## src/rtl/mult_preadd_acc_pipe.sv

```systemverilog
// Four-stage pre-adder multiply-accumulate with valid/ready flow control.
// Output path rounds, shifts and saturates the accumulator to OUT_W bits.
module mult_preadd_acc_pipe #(
  parameter int unsigned A_W       = 12,
  parameter int unsigned B_W       = 12,
  parameter int unsigned D_W       = 12,
  parameter int unsigned OUT_W     = 24,
  parameter int unsigned SHIFT     = 0,
  parameter int unsigned ACC_GUARD = 4
) (
  input  logic                    clk,
  input  logic                    rst_n,
  input  logic                    in_valid,
  output logic                    in_ready,
  input  logic signed [A_W-1:0]   in_a,
  input  logic signed [B_W-1:0]   in_b,
  input  logic signed [D_W-1:0]   in_d,
  input  logic [1:0]              in_mode,
  input  logic                    in_first,
  input  logic                    in_acc_en,
  output logic                    out_valid,
  input  logic                    out_ready,
  output logic signed [OUT_W-1:0] out_data,
  output logic                    out_sat
);

  localparam int unsigned PRE_W  = ((A_W > D_W) ? A_W : D_W) + 1;
  localparam int unsigned PROD_W = PRE_W + B_W;
  localparam int unsigned ACC_W  = PROD_W + ACC_GUARD;
  localparam int unsigned CMP_W  = ((ACC_W + 1) > OUT_W) ? (ACC_W + 1) : OUT_W;

  localparam logic signed [CMP_W-1:0] MAX_V =
    {{(CMP_W-OUT_W+1){1'b0}}, {(OUT_W-1){1'b1}}};
  localparam logic signed [CMP_W-1:0] MIN_V = ~MAX_V;

  logic                     w_advance;
  logic                     r1_valid, r2_valid, r3_valid;
  logic signed [A_W-1:0]    r1_a;
  logic signed [B_W-1:0]    r1_b, r2_b;
  logic signed [D_W-1:0]    r1_d;
  logic [1:0]               r1_mode;
  logic                     r1_first, r2_first, r3_first;
  logic                     r1_acc_en, r2_acc_en, r3_acc_en;
  logic signed [PRE_W-1:0]  w_ad, r2_ad;
  logic signed [PRE_W-1:0]  w_a_ext, w_d_ext;
  logic signed [PROD_W-1:0] w_m, r3_m;
  logic signed [ACC_W-1:0]  r_acc, w_m_ext, w_acc_next;
  logic signed [ACC_W:0]    w_acc_wide, w_r;
  logic signed [CMP_W-1:0]  w_rc, w_clip;
  logic                     w_sat;

  assign w_advance = !out_valid || out_ready;
  assign in_ready  = w_advance;

  // Pre-adder operand select
  assign w_a_ext = PRE_W'(r1_a);
  assign w_d_ext = PRE_W'(r1_d);
  always_comb begin
    w_ad = w_a_ext;
    case (r1_mode)
      2'b00:   w_ad = w_a_ext;
      2'b01:   w_ad = w_d_ext + w_a_ext;
      2'b10:   w_ad = w_d_ext - w_a_ext;
      default: w_ad = w_d_ext;
    endcase
  end

  assign w_m        = PROD_W'(r2_ad) * PROD_W'(r2_b);
  assign w_m_ext    = ACC_W'(r3_m);
  assign w_acc_next = (r3_first || !r3_acc_en) ? w_m_ext : (r_acc + w_m_ext);
  assign w_acc_wide = (ACC_W+1)'(w_acc_next);

  // Round half up before the arithmetic shift; one extra bit absorbs the rounding carry
  generate
    if (SHIFT > 0) begin : g_round
      localparam logic signed [ACC_W:0] HALF = (ACC_W+1)'(1) << (SHIFT - 1);
      logic signed [ACC_W:0] w_rnd;
      assign w_rnd = w_acc_wide + HALF;
      assign w_r   = w_rnd >>> SHIFT;
    end else begin : g_noround
      assign w_r = w_acc_wide;
    end
  endgenerate

  assign w_rc   = CMP_W'(w_r);
  assign w_sat  = (w_rc > MAX_V) || (w_rc < MIN_V);
  assign w_clip = !w_sat ? w_rc : (w_rc[CMP_W-1] ? MIN_V : MAX_V);

  // Control path: valid bits, accumulator and output register
  always_ff @(posedge clk) begin
    if (!rst_n) begin
      r1_valid  <= 1'b0;
      r2_valid  <= 1'b0;
      r3_valid  <= 1'b0;
      out_valid <= 1'b0;
      r_acc     <= '0;
      out_data  <= '0;
      out_sat   <= 1'b0;
    end else if (w_advance) begin
      r1_valid  <= in_valid;
      r2_valid  <= r1_valid;
      r3_valid  <= r2_valid;
      out_valid <= r3_valid;
      if (r3_valid) begin
        r_acc    <= w_acc_next;
        out_data <= OUT_W'(w_clip);
        out_sat  <= w_sat;
      end
    end
  end

  // Datapath stage registers load only with a valid beat
  always_ff @(posedge clk) begin
    if (w_advance) begin
      if (in_valid) begin
        r1_a      <= in_a;
        r1_b      <= in_b;
        r1_d      <= in_d;
        r1_mode   <= in_mode;
        r1_first  <= in_first;
        r1_acc_en <= in_acc_en;
      end
      if (r1_valid) begin
        r2_ad     <= w_ad;
        r2_b      <= r1_b;
        r2_first  <= r1_first;
        r2_acc_en <= r1_acc_en;
      end
      if (r2_valid) begin
        r3_m      <= w_m;
        r3_first  <= r2_first;
        r3_acc_en <= r2_acc_en;
      end
    end
  end

endmodule
```

## config.mk

```make
export PLATFORM = sky130hd
export DESIGN_NAME = mult_preadd_acc_pipe
export DESIGN_NICKNAME = d
export VERILOG_FILES = /design/src/rtl/mult_preadd_acc_pipe.sv
export SDC_FILE = /design/constraint.sdc
export NUM_CORES = 1
export LEC_CHECK = 0
export BUFFER_PORTS_ARGS = -buffer_cell sky130_fd_sc_hd__buf_4
export CELL_PAD_IN_SITES_DETAIL_PLACEMENT = 2
export CELL_PAD_IN_SITES_GLOBAL_PLACEMENT = 2
export CORE_MARGIN = 2
export CORE_UTILIZATION = 37
export CTS_CLUSTER_DIAMETER = 200
export DETAILED_ROUTE_END_ITERATION = 8
export GPL_ROUTABILITY_DRIVEN = 0
export PLACE_DENSITY_LB_ADDON = 0.1
export SYNTH_ARGS = -nofsm -noshare
export SYNTH_HDL_FRONTEND = slang
export SYNTH_SLANG_ARGS = --single-unit
```

## constraint.sdc

```tcl
create_clock -name clk -period 5.9 [get_ports clk]
set_input_delay 1.475 -clock clk [delete_from_list [all_inputs] [get_ports clk]]
set_output_delay 1.475 -clock clk [all_outputs]
set_load 0.01 [all_outputs]
```

Word-level counts from Yosys, hierarchy flattened:

Index checks and enable logic that the tools add are counted.

* add/subtract/negate cells: 3
* shift operators: 0
* magnitude comparators: 2
* multipliers: 1
* reduce and logical (&&, ||, !) cells: 10
* multiplexer cells: 4
* bitwise gates (word level): 0
* equality and inequality tests: 2
* divide/modulo/power cells: 0

Operator list (count)
* 24-bit two-way mux: 2
* 13-bit one-hot mux with 3 select lines: 1
* 29-bit by 25-bit adder with 29-bit output: 1
* 29-bit by 24-bit > comparator with 1-bit output, second input constant: 1
* 29-bit by 24-bit less-than comparator with 1-bit output, second input constant: 1
* 29-bit two-way mux: 1
* 13-bit by 12-bit multiplier with 25-bit output: 1
* 12-bit by 12-bit adder with 13-bit output: 1
* 12-bit by 12-bit subtractor with 13-bit output: 1
* 2-bit AND reduction: 4
* 1-bit logical OR: 3
* 2-bit by 1-bit == test with 1-bit output, second input constant: 1
* 2-bit == test, second input constant: 1
* 1-bit zero test: 2
* 2-bit zero test: 1

* bits in writable memories: 0
* input port bits: 44
* logic and storage cells: 42
* output and inout bits: 27
* register bits after elaboration: 152
* memories kept: 0
* bits in latches: 0
* memory bits (read-only): 0

Longest topological paths before layout:

Gate-level depths: netlist of run 1.

* word-level depth: 6
* mapped depth: 23
* mapped depth without buffers: 22

Worst setup path before layout of run 1:

OpenSTA, ideal clock, no wires.

* path kind: register -> register
* start: register r2_b[11]
* end: register r3_m[23], data pin
* setup time: 0.135 ns
* required time: 5.765 ns
* period minus slack after synthesis: 5.754 ns
* buffers on the path: 1
* setup slack: 0.146 ns
* stages on the path, launching flop included: 20
* data arrival time: 5.618 ns
* cell sequence: edfxtp_1 inv_1 clkbuf_1 nor2_1 fa_1 fa_1 fa_1 fa_1 inv_1 fa_1 inv_1 ha_1 or3_1 o21ai_0 a21oi_1 a41o_1 o41ai_1 o21ai_0 or4b_1 nand3_1

* word-level cells in the longest chain between the ends: 1

Ends and longest elaborated chain
* start, declared: RTL line 39 `logic signed [B_W-1:0] r1_b, r2_b;`
* start signal, assigned: RTL line 125 `r2_b <= r1_b;`
* 13-bit by 12-bit multiplier with 25-bit output: RTL line 68 `assign w_m = PROD_W'(r2_ad) * PROD_W'(r2_b);`
* named net w_m[23]: RTL line 46 `logic signed [PROD_W-1:0] w_m, r3_m;`
* end signal, assigned: RTL line 130 `r3_m <= w_m;`
* end, declared: RTL line 46

The timed path passes the listed nets, and every way through them passes these cells.
A chain may end at the register's enable or synchronous reset.

Worst setup path after layout of run 1:

* start: register r2_ad[2]
* end: register r3_m[23], data pin

* word-level cells in the longest chain between the ends: 1

Ends and longest elaborated chain
* start, declared: RTL line 44 `logic signed [PRE_W-1:0] w_ad, r2_ad;`
* start signal, assigned: RTL line 124 `r2_ad <= w_ad;`
* 13-bit by 12-bit multiplier with 25-bit output: RTL line 68
* named net w_m[23]: RTL line 46

The timed path passes the listed nets, and every way through them passes these cells.

==> results of run 1 <==
==> cell families (layout without fill, tap and decap cells) <==
family / after synthesis / after routing / synth area share
mux: 4 / 4 / 0.003169
fa+ha+maj: 247 / 247 / 0.3052
xor+xnor: 59 / 59 / 0.03930
simple gates: 456 / 456 / 0.1539
compound gates: 277 / 277 / 0.1308
buf+inv: 287 / 398 / 0.07942
flops: 152 / 152 / 0.2883
==> cells in the final DEF, fill, tap and decap left out, types with 8 or more instances in the layout <==
cell type	synthesis	routed
buf_4	2	128
nand3_1	24	24
nor2_1	79	78
nand4_1	9	9
a211oi_1	8	8
nand2_1	211	210
inv_1	226	225
dfxtp_1	58	58
nor2b_1	13	12
ha_1	97	95
xor2_1	17	17
clkbuf_16	0	17
o21ai_0	68	64
a21boi_0	18	18
and2_1	57	51
fa_1	150	148
a21oi_1	81	78
a221oi_1	9	9
and3_1	10	10
a21o_1	17	17
a31oi_1	10	10
edfxtp_1	94	94
nand2b_1	9	9
xnor2_1	40	40
o21a_1	10	10
nor3_1	15	15
==> synthesized netlist by cell type, drive strengths merged (10+ instances only) <==
cell type	number
clkbuf	55
o21a	10
and3	10
a21oi	82
nor2	79
edfxtp	94
nor3	17
xnor2	41
xor2	18
and2	57
a221oi	10
inv	226
nor2b	13
nand3	24
nand4	10
a31oi	10
a21o	17
ha	97
nand2	211
fa	150
a21boi	19
o21ai	74
dfxtp	58
==> sequential cells by signal, summed over array words and instances (netlist names) <==
signal     flops
out_valid      1
r3_m          25
out_sat        1
r1_acc_en      1
r1_d          12
r2_valid       1
r1_valid       1
r2_acc_en      1
r2_ad         13
r1_first       1
r3_acc_en      1
r1_a          12
r_acc         29
r1_b          12
r2_b          12
r3_valid       1
r1_mode        2
out_data      24
r3_first       1
r2_first       1
==> path summary, 6_finish.rpt <==
check	cells after the start	startpoint	end
max	19	r2_ad[2]	r3_m[23]
min	0	r2_first	r3_first
max reg2reg	19	r2_ad[2]	r3_m[23]
min reg2reg	0	r2_first	r3_first
==> metal layers <==
layer / GRT usage / wire length (µm) / vias to the layer above
met2: 0.3961 / 20730 / 92
met1: 0.2454 / 16650 / 5375
met4: 0.04678 / 551 / 0
met3: 0.02971 / 713 / 27
met5: 0 / 0 / -
li1: - / - / 5058
==> where the power goes <==
| part | internal [W] | total [W] | switching [W] |
|---|---|---|---|
| logic | 0.00249 | 0.00557 | 0.00308 |
| registers | 0.00149 | 0.00159 | 0.0000986 |
| clock network | 0.000628 | 0.00110 | 0.000472 |
| total | 0.00460 | 0.00826 | 0.00365 |
==> through the flow <==
| stage | total power, W | area, µm² | utilization | setup TNS (ns) | setup WS [ns] |
|---|---|---|---|---|---|
| finish | 0.008257 | 15930 | 0.4340 | 0 | 0.1512 |
| global route | 0.009174 | 15930 | 0.4340 | -0.08465 | -0.06739 |
| CTS | 0.008193 | 15680 | 0.4274 | 0 | 0.002744 |
| detailed placement | 0.007020 | 15080 | 0.4110 | -0.06034 | -0.06034 |
| global placement | 0.006772 | 15080 | 0.4110 | 0 | 0.08392 |
| floorplan | 0.005516 | 13820 | - | 0 | 0.1463 |
==> worst reg2reg max path: cells and delay by family (launching register included) <==
kind                       cells  cell delay, ns
AOI/OAI and AO/OA              5            0.73
adders and majority gates      6            2.76
buffers and inverters          4            0.45
and+or+nand+nor                4            1.18
DFF                            1            0.49
==> layout make-up <==
| cell class | count | area (µm²) | share of cell area |
|---|---|---|---|
| multi-input combinational | 1043 | 8796 | 0.5523 |
| clock inverter | 13 | 146.4 | 0.009192 |
| timing repair buffer | 140 | 1134 | 0.07118 |
| sequential | 152 | 3984 | 0.2501 |
| tap | 468 | 585.6 | 0.03677 |
| inverter | 226 | 848.3 | 0.05326 |
| clock buffer | 19 | 432.9 | 0.02718 |
==> timing repair <==
action,4_1_cts,5_1_grt
buffers inserted,3,19
endpoints found under the setup margin,1,4
pin swaps,0,15
gates resized for setup,2,26
==> impl_metrics.toml, run 1 <==
[placed_design]
dp.cells = 2007
numPortBuffers = 70
hpwl_um = 31270

[drt]
ant_nets = 0
totalWireLength_um = 38640
drc = 0
firstDrtPassIters = 4
drt_iter0_drc = 244
vias = 10552
wl_per_cell_um = 18.75
avgViaCountPerCell = 5.120

[clocking]
ctsLongestPathBuffers = 2
clk_latency_ns = 0.45
cts_tree = "done"
cts-htree-levels = 4
root_buffer = "clkbuf_16"
hold_buffers = 0
clk_pin_slew_worst_paths_ns = 0.07
cts_buffers = 17
clock_sinks = 152

[outcome]
run_status = "finished clean"

[worst_setup_path]
required_ns = 6.21
endpoint_kind = "flip-flop"
cp_num_buf_inv = 4
path_class = "reg -> reg"
critPathSlowestCell = "fa_1"
critPathTopFamily = "adder cells"
cp.arrival_ns = 6.06
cp_cell_sequence = "buf_4 -> and2_1 -> fa_1 -> fa_1 -> fa_1 -> fa_1 -> inv_1 -> fa_1 -> inv_1 -> ha_1 -> or3_1 -> o21ai_2 -> a21oi_2 -> a41o_1 -> o41ai_2 -> buf_4 -> o21ai_1 -> or4b_1 -> nand3_1"
crit_top_cell = "fa_1"
slowest_delay_ns = 0.57
reg2reg_slack_ns = 0.15
cp-start-kind = "flip-flop"
crit_fanout = 6

[final_layout]
diodes = 0
drive_above_1_share = 0.1343
stdcell_count = 2061
final.fill_count = 3981
nets = 1871
area_growth_pct = 15.27

[timing]
whs_ns = 0.4227
fin_crit_ns = 5.749
max_freq_mhz = 173.9
report.final.setup_viol = 0
max-slew-margin-rel = 0.3387
hold_viol = 0
tightest_slew_ns = 0.9920
period_share = 0.9744
finClkSkew_ns = 0.01234
slew_viol_final = 0

[floorplanning]
design.die.area_mm2 = 0.03891
core_area_mm2 = 0.03670
rows = 70
die_x_um = 197.2
start_util = 0.3765
die_h_um = 197.2
io_pins = 71

[grt]
grt_first_pass_wirelength_um = 62960
antenna_found_initial = 0
track_usage = 0.2079
grt_pass1_vias = 12001
grt_max_degree = 56
gr-total-overflow = 0

[yosys]
syn_inst = 1482
syn_avg_cell_area_um2 = 9.323
ys_warn_count = 0
synthArstFlopShare = 0
synth_nets = 1773
ys_types = 70
ys.flop_type = "edfxtp_1"
yosys.area.top_type = "fa_1"
ys_seq_area_frac = 0.2883
synth-seq-cells = 152
synth_top_area_frac = 0.2173
syn_area_mm2 = 0.01382
synth_area_leaders = "fa_1, edfxtp_1, ha_1"
synth_edf_count = 94

[power_and_ir_drop]
p_leak_nw = 7.242
peakVddDrop_mv = 0.3488
p_per_area_mw_per_mm2 = 518.4

[worst_hold_path]
hold_path.class = "reg -> reg"

[flow_run]
maxCapViolCount = 0
No activity file was read; power rests on OpenSTA's default activity.
==> run 2, diff against run 1 <==
--- a/config.mk
+++ b/config.mk
@@ -9,11 +9,11 @@
 export CELL_PAD_IN_SITES_DETAIL_PLACEMENT = 2
 export CELL_PAD_IN_SITES_GLOBAL_PLACEMENT = 2
 export CORE_MARGIN = 2
-export CORE_UTILIZATION = 37
+export CORE_UTILIZATION = 35
 export CTS_CLUSTER_DIAMETER = 200
 export DETAILED_ROUTE_END_ITERATION = 8
 export GPL_ROUTABILITY_DRIVEN = 0
-export PLACE_DENSITY_LB_ADDON = 0.1
+export PLACE_DENSITY = 0.84
 export SYNTH_ARGS = -nofsm -noshare
 export SYNTH_HDL_FRONTEND = slang
 export SYNTH_SLANG_ARGS = --single-unit
==> impl_metrics.toml, run 2 (synthesis results as in run 1) <==
[drt]
ant_nets = 0
firstDrtPassIters = 4
avgViaCountPerCell = 5.125
wl_per_cell_um = 20.14
drc = 0
vias = 10834
totalWireLength_um = 42570
drt_iter0_drc = 323

[worst_setup_path]
endpoint_kind = "flip-flop"
critPathTopFamily = "adder cells"
cp_num_buf_inv = 5
cp_cell_sequence = "and2_4 -> fa_1 -> inv_1 -> fa_1 -> fa_1 -> inv_1 -> fa_1 -> inv_1 -> fa_1 -> inv_1 -> ha_1 -> or3_1 -> o21ai_2 -> a21oi_2 -> a41o_1 -> o41ai_2 -> buf_4 -> o21ai_1 -> or4b_1 -> nand3_1"
required_ns = 6.22
path_class = "reg -> reg"
crit_fanout = 4
cp.arrival_ns = 6.17
cp-start-kind = "flip-flop"
crit_top_cell = "fa_1"
slowest_delay_ns = 0.55
critPathSlowestCell = "fa_1"

[grt]
grt_first_pass_wirelength_um = 67720
grt_pass1_vias = 12658
track_usage = 0.2109
grt_max_degree = 56
antenna_found_initial = 0
gr-total-overflow = 0

[clocking]
cts_tree = "done"
ctsLongestPathBuffers = 2
cts-htree-levels = 4
cts_buffers = 17
clock_sinks = 152
clk_latency_ns = 0.46
root_buffer = "clkbuf_16"
clk_pin_slew_worst_paths_ns = 0.07

[power_and_ir_drop]
p_seq_frac = 0.189
power_frac_clock = 0.131
p_int_w = 0.004593
p_leak_nw = 7.237
p_comb_frac = 0.680
swShare = 0.4543
peakVddDrop_mv = 0.2878
p_sw_w = 0.003823
p_per_area_mw_per_mm2 = 527.0

[floorplanning]
rows = 72
io_pins = 71
core_area_mm2 = 0.03883
die_x_um = 202.7
die_h_um = 202.7
start_util = 0.3559
design.die.area_mm2 = 0.04108

[timing]
finalSetupTns_ns = 0
max_freq_mhz = 171.1
tightest_slew_ns = 0.9465
fin_crit_ns = 5.846
slew_viol_final = 0
max-slew-margin-rel = 0.3690
report.final.setup_viol = 0
hold_viol = 0
period_share = 0.9909
rsz0062_at_grt = "true"
finClkSkew_ns = 0.01243

[final_layout]
area_growth_pct = 15.58
largest_reg_flops = 29
diodes = 0
reg_top3 = "r_acc (29), r3_m (25), out_data (24)"
final_common_cell = "inv_1"
most-common-layout-cells = "inv_1, nand2_1, fa_1"
nets = 1874
stdcell_count = 2114
regMostFlops = "r_acc"
drive_above_1_share = 0.1328

[placed_design]
hpwl_um = 33290
dp.cells = 2059
numPortBuffers = 70

[outcome]
run_status = "finished clean"

[worst_hold_path]
hold_path.class = "reg -> reg"

[flow_run]
maxCapViolCount = 0
[run 2: changes by cell type in the layout (fill, tap and decap cells not counted), moves of 2 or more]
| cell | before | now |
|---|---|---|
| buf_6 | 6 | 9 |
| buf_4 | 128 | 133 |
| clkinv_2 | 3 | 0 |
| buf_12 | 5 | 1 |
| inv_6 | 3 | 5 |
[run 2: final cells by class]
cell class                      count  area [µm²]
Multi-Input combinational cell   1043        8782
Sequential cell                   152        3984
Inverter                          226       848.3
Fill cell                        4229       22860
Clock buffer                       19       454.2
Clock inverter                     13       132.6
Tap cell                          518       648.1
Timing Repair Buffer              143        1120
[run 2: final timing paths]
| kind | start | to | slack, ns | cells past startpoint |
|---|---|---|---|---|
| setup / recovery | r2_ad[11] | r3_m[23] | 0.05 | 20 |
| hold / removal | r1_b[6] | r2_b[6] | 0.42 | 0 |
| setup reg to reg | r2_ad[11] | r3_m[23] | 0.05 | 20 |
| hold reg to reg | r1_b[6] | r2_b[6] | 0.42 | 0 |
[run 2: metrics by stage]
stage / worst slack [ns] / hold slack [ns] / utilization / instance area, µm² / power, W
floorplan: 0.1463 / 0.4003 / - / 13820 / 0.005516
global placement: 0.09320 / 0.4069 / 0.3897 / 15130 / 0.006619
detailed placement: -0.2309 / 0.4056 / 0.3897 / 15130 / 0.007111
CTS: 0.001845 / 0.4225 / 0.4057 / 15750 / 0.008310
global route: -0.1739 / 0.4347 / 0.4113 / 15970 / 0.009280
finish: 0.05377 / 0.4220 / 0.4113 / 15970 / 0.008416
[run 2: what timing repair did]
action	CTS	global route
setup endpoints to repair	2	3
pin swaps	1	21
buffers inserted	3	20
hold buffers	0	0
gates resized for setup	4	23
[run 2: metal layers]
layer / share of wire / global-route usage
met5: 0 / 0
met4: 0.021 / 0.06986
met1: 0.40 / 0.2365
met2: 0.55 / 0.4081
met3: 0.021 / 0.02745
[run 2: worst reg2reg max path, delay by kind of cell (launching register included)]
family	cells	cell delay, ns
adder cells (fa/ha/maj)	6	2.92
AND/OR/NAND/NOR	4	1.13
AO/OA/AOI/OAI	5	0.75
flip-flops	1	0.48
buffers and inverters	5	0.43
[run 2: power by group through the flow]
stage	clock, W	sequential, W	combinational (W)
final	0.00110	0.00159	0.00572
after global routing	0.00117	0.00160	0.00650
after CTS	0.00113	0.00159	0.00559
after detailed placement	0	0.00161	0.00550
after global placement	0	0.00160	0.00502
after floorplan	0	0.00157	0.00394
